## config.mk

```make
export PLATFORM = sky130hd
export DESIGN_NAME = fir_out_stage
export DESIGN_NICKNAME = d
export VERILOG_FILES = /design/src/rtl/fir_out_stage.sv
export SDC_FILE = /design/constraint.sdc
export NUM_CORES = 1
export LEC_CHECK = 0
export BUFFER_PORTS_ARGS = -buffer_cell sky130_fd_sc_hd__buf_2
export CORE_UTILIZATION = 54
export CTS_BUF_LIST = sky130_fd_sc_hd__clkbuf_2
export CTS_CLUSTER_SIZE = 24
export DETAILED_ROUTE_END_ITERATION = 12
export GPL_TIMING_DRIVEN = 0
export PLACE_DENSITY = 0.81
export SETUP_SLACK_MARGIN = 0.15
export SLEW_MARGIN = 20
export SYNTH_ARGS = -nofsm -noshare
export SYNTH_HDL_FRONTEND = slang
export SYNTH_SLANG_ARGS = --single-unit
```

## constraint.sdc

```tcl
create_clock -name clk -period 2.1 [get_ports clk]
set_input_delay 0.42 -clock clk [delete_from_list [all_inputs] [get_ports clk]]
set_output_delay 0.42 -clock clk [all_outputs]
set_load 0.03 [all_outputs]
```

## src/rtl/fir_out_stage.sv

```systemverilog
// FIR output stage: round, scale and range-limit results, then queue them on a valid/ready stream.
// Define FIR_OUT_SAT_EN to saturate out-of-range results; otherwise they wrap to OUT_SIZE bits.
module fir_out_stage #(
  parameter int Y_N_SIZE = 11,
  parameter int OUT_SIZE = 8,
  parameter int SHIFT    = 3,
  parameter int DEPTH    = 4
) (
  input  logic                         clk,
  input  logic                         reset,
  input  logic signed [Y_N_SIZE-1:0]   y_n,
  input  logic                         y_valid,
  input  logic                         clr_flags,
  output logic signed [OUT_SIZE-1:0]   m_tdata,
  output logic                         m_tvalid,
  input  logic                         m_tready,
  output logic [$clog2(DEPTH):0]       o_level,
  output logic                         o_ovf,
  output logic                         o_drop
);

  localparam int RW = Y_N_SIZE + 1;
  localparam int W  = RW + OUT_SIZE;
  localparam int AW = $clog2(DEPTH);
  localparam int LW = AW + 1;

  localparam logic signed [RW-1:0] RND = RW'((1 << SHIFT) >> 1);
  localparam logic signed [W-1:0] MAXV =
    W'((64'sd1 <<< (OUT_SIZE - 1)) - 64'sd1);
  localparam logic signed [W-1:0] MINV = ~MAXV;

  logic signed [RW-1:0] ext;
  logic signed [RW-1:0] r;
  logic signed [W-1:0]  wide;
  logic                 oor;
  logic [OUT_SIZE-1:0]  res;

  logic                 s1_valid;
  logic [OUT_SIZE-1:0]  s1_data;

  logic [OUT_SIZE-1:0]  mem [DEPTH];
  logic [AW-1:0]        wr_ptr;
  logic [AW-1:0]        rd_ptr;
  logic [LW-1:0]        level;
  logic                 full;
  logic                 pop;
  logic                 push_ok;

  assign ext  = {y_n[Y_N_SIZE-1], y_n};
  assign r    = (ext + RND) >>> SHIFT;
  assign wide = {{OUT_SIZE{r[RW-1]}}, r};
  assign oor  = (wide > MAXV) || (wide < MINV);

`ifdef FIR_OUT_SAT_EN
  always_comb begin
    res = wide[OUT_SIZE-1:0];
    if (oor)
      res = wide[W-1] ? MINV[OUT_SIZE-1:0] : MAXV[OUT_SIZE-1:0];
  end
`else
  assign res = wide[OUT_SIZE-1:0];
`endif

  assign full     = (level == LW'(DEPTH));
  assign m_tvalid = (level != '0);
  assign pop      = m_tvalid & m_tready;
  // A full FIFO still accepts when the head leaves on the same edge
  assign push_ok  = s1_valid & (~full | pop);
  assign m_tdata  = mem[rd_ptr];
  assign o_level  = level;

  always_ff @(posedge clk) begin
    if (reset) begin
      s1_valid <= 1'b0;
      s1_data  <= '0;
      wr_ptr   <= '0;
      rd_ptr   <= '0;
      level    <= '0;
      o_ovf    <= 1'b0;
      o_drop   <= 1'b0;
      for (int i = 0; i < DEPTH; i++)
        mem[i] <= '0;
    end else begin
      s1_valid <= y_valid;
      if (y_valid)
        s1_data <= res;

      if (y_valid && oor)
        o_ovf <= 1'b1;
      else if (clr_flags)
        o_ovf <= 1'b0;

      if (s1_valid && !push_ok)
        o_drop <= 1'b1;
      else if (clr_flags)
        o_drop <= 1'b0;

      if (push_ok) begin
        mem[wr_ptr] <= s1_data;
        wr_ptr      <= wr_ptr + 1'b1;
      end
      if (pop)
        rd_ptr <= rd_ptr + 1'b1;

      if (push_ok && !pop)
        level <= level + 1'b1;
      else if (!push_ok && pop)
        level <= level - 1'b1;
    end
  end

endmodule

```

Yosys cells after proc, flatten, opt, wreduce, memory -nomap -nowiden. Memory sizes are Yosys's and may differ from the RTL's. A register that Yosys moved wholly into a read port is not among the register bits. Cells that the tools add are included.

Flip-flop bits (word level): 18. Bits in writable memories: 32. Input port bits: 16. Output and inout port bits: 14. Logic and storage cells: 47. Memories kept: 1.

Memories: mem (depth 4, width 8, rd ports 1, clocked after memory_dff 1, wr ports 4, RTL line 41) `logic [OUT_SIZE-1:0] mem [DEPTH];`.

Add/sub/neg operators: 5. $lt $le $gt $ge: 2. Eq/ne operators: 1. Muxes and demuxes: 15. Bitwise gates (word level): 4. Reduce and logical (&&, ||, !) cells: 12.

Operator list (number): $add 11x4->12 const B (1); $gt 9x8->1 const B (1); $lt 9x8->1 const B (1); $mux 1 (9); $mux 8 (1); $reduce_or 8->1 (1); $mux 2 (3); $mux 3 (2); $reduce_bool 2->1 (3); $add 2x1->2 const B (2); $logic_and 1x1->1 (4); $add 3x1->3 const B (1); $eq 3x3->1 const B (1); $reduce_bool 3->1 (1); $sub 3x1->3 const B (1); $and 1x1->1 (2); $logic_not 1->1 (2); $logic_or 1x1->1 (1); $not 1->1 (1); $or 1x1->1 (1).

Logic depth before layout (Yosys ltp).
Depth in word-level cells: 9. Mapped depth: 8. Gate-level depth less buffers: 8.

Worst setup path before layout. No wires, ideal clock.

Kind: flip-flop to flip-flop. Start point: register level[2] (netlist: o_level[2]). End point: register level[2] (netlist: o_level[2]). Data arrival time: 2.208 ns. Data required time: 2.029 ns. Setup slack: -0.178 ns. Cell stages (with the launch flop): 9. Path buffers: 0. Period minus slack after synthesis: 2.278 ns. Path through: dfxtp_1 > or4b_4 > and2_2 > ha_1 > inv_1 > fa_1 > xor2_1 > or3_1 > a21oi_1.

Word-level cells in the longest chain between the ends: 7. Elaborated cells on any way between the ends: 15. Those cells by class: add/sub (2); eq/ne (1); mux (2); bitwise (4); reduce/logical (6).

Ends and longest elaborated chain: from (decl) (RTL line 44) `logic [LW-1:0] level;`; from (signal assigned) (RTL line 106) `level <= level + 1'b1;`; from (signal assigned) (RTL line 108) `level <= level - 1'b1;`; $reduce_bool 3->1 / $eq 3x3->1 (equally long branches) (RTL line 65, 64); $and 1x1->1 / $not 1->1 (equally long branches) (RTL line 66, 68); $or 1x1->1 (*) (RTL line 68) `assign push_ok = s1_valid & (~full | pop);`; $and 1x1->1 (*) (RTL line 68); named net push_ok (RTL line 47) `logic push_ok;`; $logic_not 1->1 (RTL line 107) `else if (!push_ok && pop)`; $logic_and 1x1->1 (RTL line 107); $reduce_bool 2->1 (no source line).

The timed path passes the listed nets; every way through them passes the cells marked *. The select of a mux whose other input is x is not followed. A chain may end at the register's enable or synchronous reset.

Final worst setup path.
Start point: register level[1] (netlist: o_level[1]). End point: register level[2] (netlist: o_level[2]).

Same word-level chain as after synthesis.

==> results.md <==
• 0.54 ns — maximum cell stage delay along the critical path
• 2.41 ns — arrival time worst endpoint
• 0.42 ns — source-to-sink clock delay at the later pin of the worst-skew pair
• 2361 µm² — Cell Area, Synth
• 2.054 ns — Min Clock Period, post-route
• 276 — non-filler instance count after layout
• 4 — count of cells along the worst hold path
• 52 — Num Clock Sinks
• 486.8 MHz — top achievable clock speed
• 4640 µm² — Die Area
• register — Critical Path Sink Type
• 261 — placed cell count
• 1.083 nW — total leakage power
• register — CP Launch Type
• 32.97% — GR Util met2
• 26 — count of buffers from port buffering
• 1567 — Vias
• 0.9091 ns — actual slew at the worst max-slew pin
• 985.9 µm² — area of the multi-input gates
• 4 — number of detailed-routing iterations run before antenna repair
• sky130_fd_sc_hd__clkbuf_2 — library cell used as clock root buffer
• 57.66% — sequential area share after synthesis
• 2795 µm² — total non-filler cell area in the finished layout
• 18.39% — layout overhead on the synthesized area
• 204 — synthesized netlist net count
• 24.73% — GR met1 Demand/Resource
• 5.500% — global-route met3 utilization
• finished, final reports clean — result of the run
• 1029 nW/µm² — power density over cell area
• 0.22 ns — clock slew seen by the registers of the worst setup and hold paths
• input port to register — type of the tightest min-delay check
• 0 — antenna violations before repair
• -0.1742 ns — worst slack, placed
• 0.01414 ns — worst clock skew on the final layout
• 2.770 mm — HPWL after DPL
• 0 — Pins Over Slew Limit
• clr_flags — hold path startpoint
• 5.678 — Avg Vias per Cell
• 68.12 µm — chip width
• 1 — Buf/Inv on CP
• 0 — Final setup viols
• 2581 µm² — Placed Instance Area
• 0.04568 ns — Final WS setup
• 185 — post-synthesis instance total
• 0.0007945 V — largest voltage drop on the vdd net
• 0 — Post-route DRC
• 1371 µm² — area occupied by registers
• 16 — maximum number of pins on one net before global-route repair
• 0 — synthesis warning total
• 0.6908 — final weighted congestion in routability-driven placement
• register to register — critical path start-end classification
• 0 — Ant. Diodes
• 0 — global route total overflow
• o_level[1]$_SDFFE_PP0P_ — worst reg2reg startpoint
• 2.46 ns — WP data required
• 1368 — vias in the first global route
• 8 — count of cells along the worst register-to-register path
• 84 — initial DRC count
• 2 — maximum number of buffers from clock root to sink
• 57.78% — effective utilization at floorplan
• 2 — H-tree depth reported by CTS
• 20.27% — aggregate global-route resource usage
• sky130_fd_sc_hd__edfxtp_1 — cell taking the most area after synthesis
• 8 — logic depth of the worst path, buffers included
• sky130_fd_sc_hd__or4b_4 — slowest CP cell
• 97.82% — final clock period utilization by the worst path
• 6.472 mm — global-route wire length before repair
• 5 — CTS buffer count
• 0 — hold violation count in the final report
• sky130_fd_sc_hd__edfxtp_1 (41%), sky130_fd_sc_hd__dfxtp_1 (17%), sky130_fd_sc_hd__mux4_2 (7.6%) — Synth area leaders
• 40.70% — proportion of netlist area held by the largest area contributor
• 0 — maxcap violations
• done — clock tree from TritonCTS
• met2 — layer with the highest usage after global routing
• 291 — fillers
• 68.40% — share of the core filled with cells in the final layout
• 4086 µm² — CORE AREA
• 34.96% — fraction of final layout cells sized beyond drive strength 1
• true — RSZ-0062 raised after global routing
• 52 — synthesized flop and latch total
• or4b_4, and2_4, ha_4, inv_2, fa_2, xor2_1, or3_1, a21oi_1 — cells along the critical path
• 15.41 µm — routed wire length per instance
• 12.76 µm² — Syn Area/Cell
• 244 — # nets final
• 30 — Boundary Pins
• simple AND/OR/NAND/NOR gates — Crit path max-delay family
• 4.253 mm — final wirelength
• 68.12 µm — chip height
• 39.26% — worst slew slack as a fraction of its limit
• 40 — Netlist cell types
• 23 — row cnt
• 4 — top fanout value on the critical path
• 0 — number of routed nets with antenna violations
• o_level[1]$_SDFFE_PP0P_ — Critical Path Start
==> state kept, by name, summed over array words and instances (netlist names), named ones only <==
name	cells
mem	32
s1_data	8
o_level	3
rd_ptr	2
wr_ptr	2
o_drop	1
o_ovf	1
s1_valid	1
==> worst min-delay path, stage by stage <==
cell,delay [ns]
sky130_fd_sc_hd__buf_2,0.09
sky130_fd_sc_hd__nor2_1,0.03
sky130_fd_sc_hd__nand2_1,0.05
sky130_fd_sc_hd__o31ai_1,0.06
==> cell type report <==
cell class | instances | share of cell area, %
Inverter | 3 | 0.4029
Sequential cell | 52 | 49.06
Clock inverter | 2 | 1.253
Multi-Input combinational cell | 122 | 35.27
Timing Repair Buffer | 33 | 8.684
Tap cell | 50 | 2.238
Clock buffer | 6 | 1.074
Buffer | 8 | 2.014
==> path summary, 6_finish.rpt <==
check,endpoint,slack [ns]
max,o_level[2]$_SDFFE_PP0P_,0.05
min reg2reg,o_ovf$_SDFFE_PP0P_,0.47
min,o_ovf$_SDFFE_PP0P_,0.25
max reg2reg,o_level[2]$_SDFFE_PP0P_,0.05
==> cells by family after synthesis <==
| logic type | count (synthesis) | synth area share, % |
|---|---|---|
| AO/OA/AOI/OAI | 23 | 6.889 |
| XOR/XNOR | 8 | 2.968 |
| adder cells (fa/ha/maj) | 3 | 1.908 |
| buffers and inverters | 11 | 2.173 |
| flip-flops | 52 | 57.66 |
| multiplexers | 10 | 8.479 |
| AND/OR/NAND/NOR | 78 | 19.93 |
==> synth_stat cells (all sizes together) <==
master	n
a211oi	3
a21o	2
a21oi	3
a311oi	4
a31o	2
and2	33
and4	1
and4b	1
buf	5
clkbuf	3
dfxtp	20
edfxtp	32
fa	1
ha	2
inv	3
mux2i	2
mux4	8
nand2	2
nand2b	1
nand3	7
nand4	2
nor2	17
nor2b	3
nor3b	1
nor4b	2
o21ai	5
o21bai	1
o311ai	1
o31ai	2
or2	1
or3	6
or4b	1
xnor2	2
xor2	6
==> metal layers <==
layer | vias up | wire length, µm
li1 | 761 | -
met1 | 752 | 1809
met2 | 45 | 2165
met3 | 9 | 192
met4 | 0 | 86
met5 | - | 0
==> where the power goes <==
| group | internal, mW | total (mW) | switching (mW) |
|---|---|---|---|
| logic | 0.537 | 1.07 | 0.537 |
| clock network | 0.205 | 0.495 | 0.291 |
| registers | 1.20 | 1.31 | 0.103 |
==> stage by stage <==
| step | hold WS, ns | total power [mW] | TNS [ns] |
|---|---|---|---|
| 6_report | 0.2547 | 2.876 | 0 |
| 5_1_grt | 0.2256 | 3.028 | -0.2276 |
| 4_1_cts | 0.2270 | 2.807 | 0 |
| 3_5_place_dp | 0.4458 | 2.161 | -0.6987 |
| 3_3_place_gp | 0.4478 | 2.148 | -0.4691 |
| 2_1_floorplan | 0.4803 | 1.959 | 0 |
==> cell usage in the layout, fill, tap and decap left out, types with 6 or more instances in the layout <==
master	count
sky130_fd_sc_hd__and2_1	24
sky130_fd_sc_hd__and2_2	8
sky130_fd_sc_hd__buf_2	19
sky130_fd_sc_hd__buf_4	6
sky130_fd_sc_hd__buf_6	11
sky130_fd_sc_hd__clkbuf_2	6
sky130_fd_sc_hd__dfxtp_1	16
sky130_fd_sc_hd__edfxtp_1	32
sky130_fd_sc_hd__mux4_2	8
sky130_fd_sc_hd__nand3_1	7
sky130_fd_sc_hd__nor2_1	17
sky130_fd_sc_hd__xor2_1	6
==> repair_timing <==
action,CTS,global route
setup endpoints to repair,16,35
gates resized for setup,21,10
buffers inserted,7,0
pin swaps,3,3
hold buffers,0,0
No activity file was read; power rests on OpenSTA's default activity.
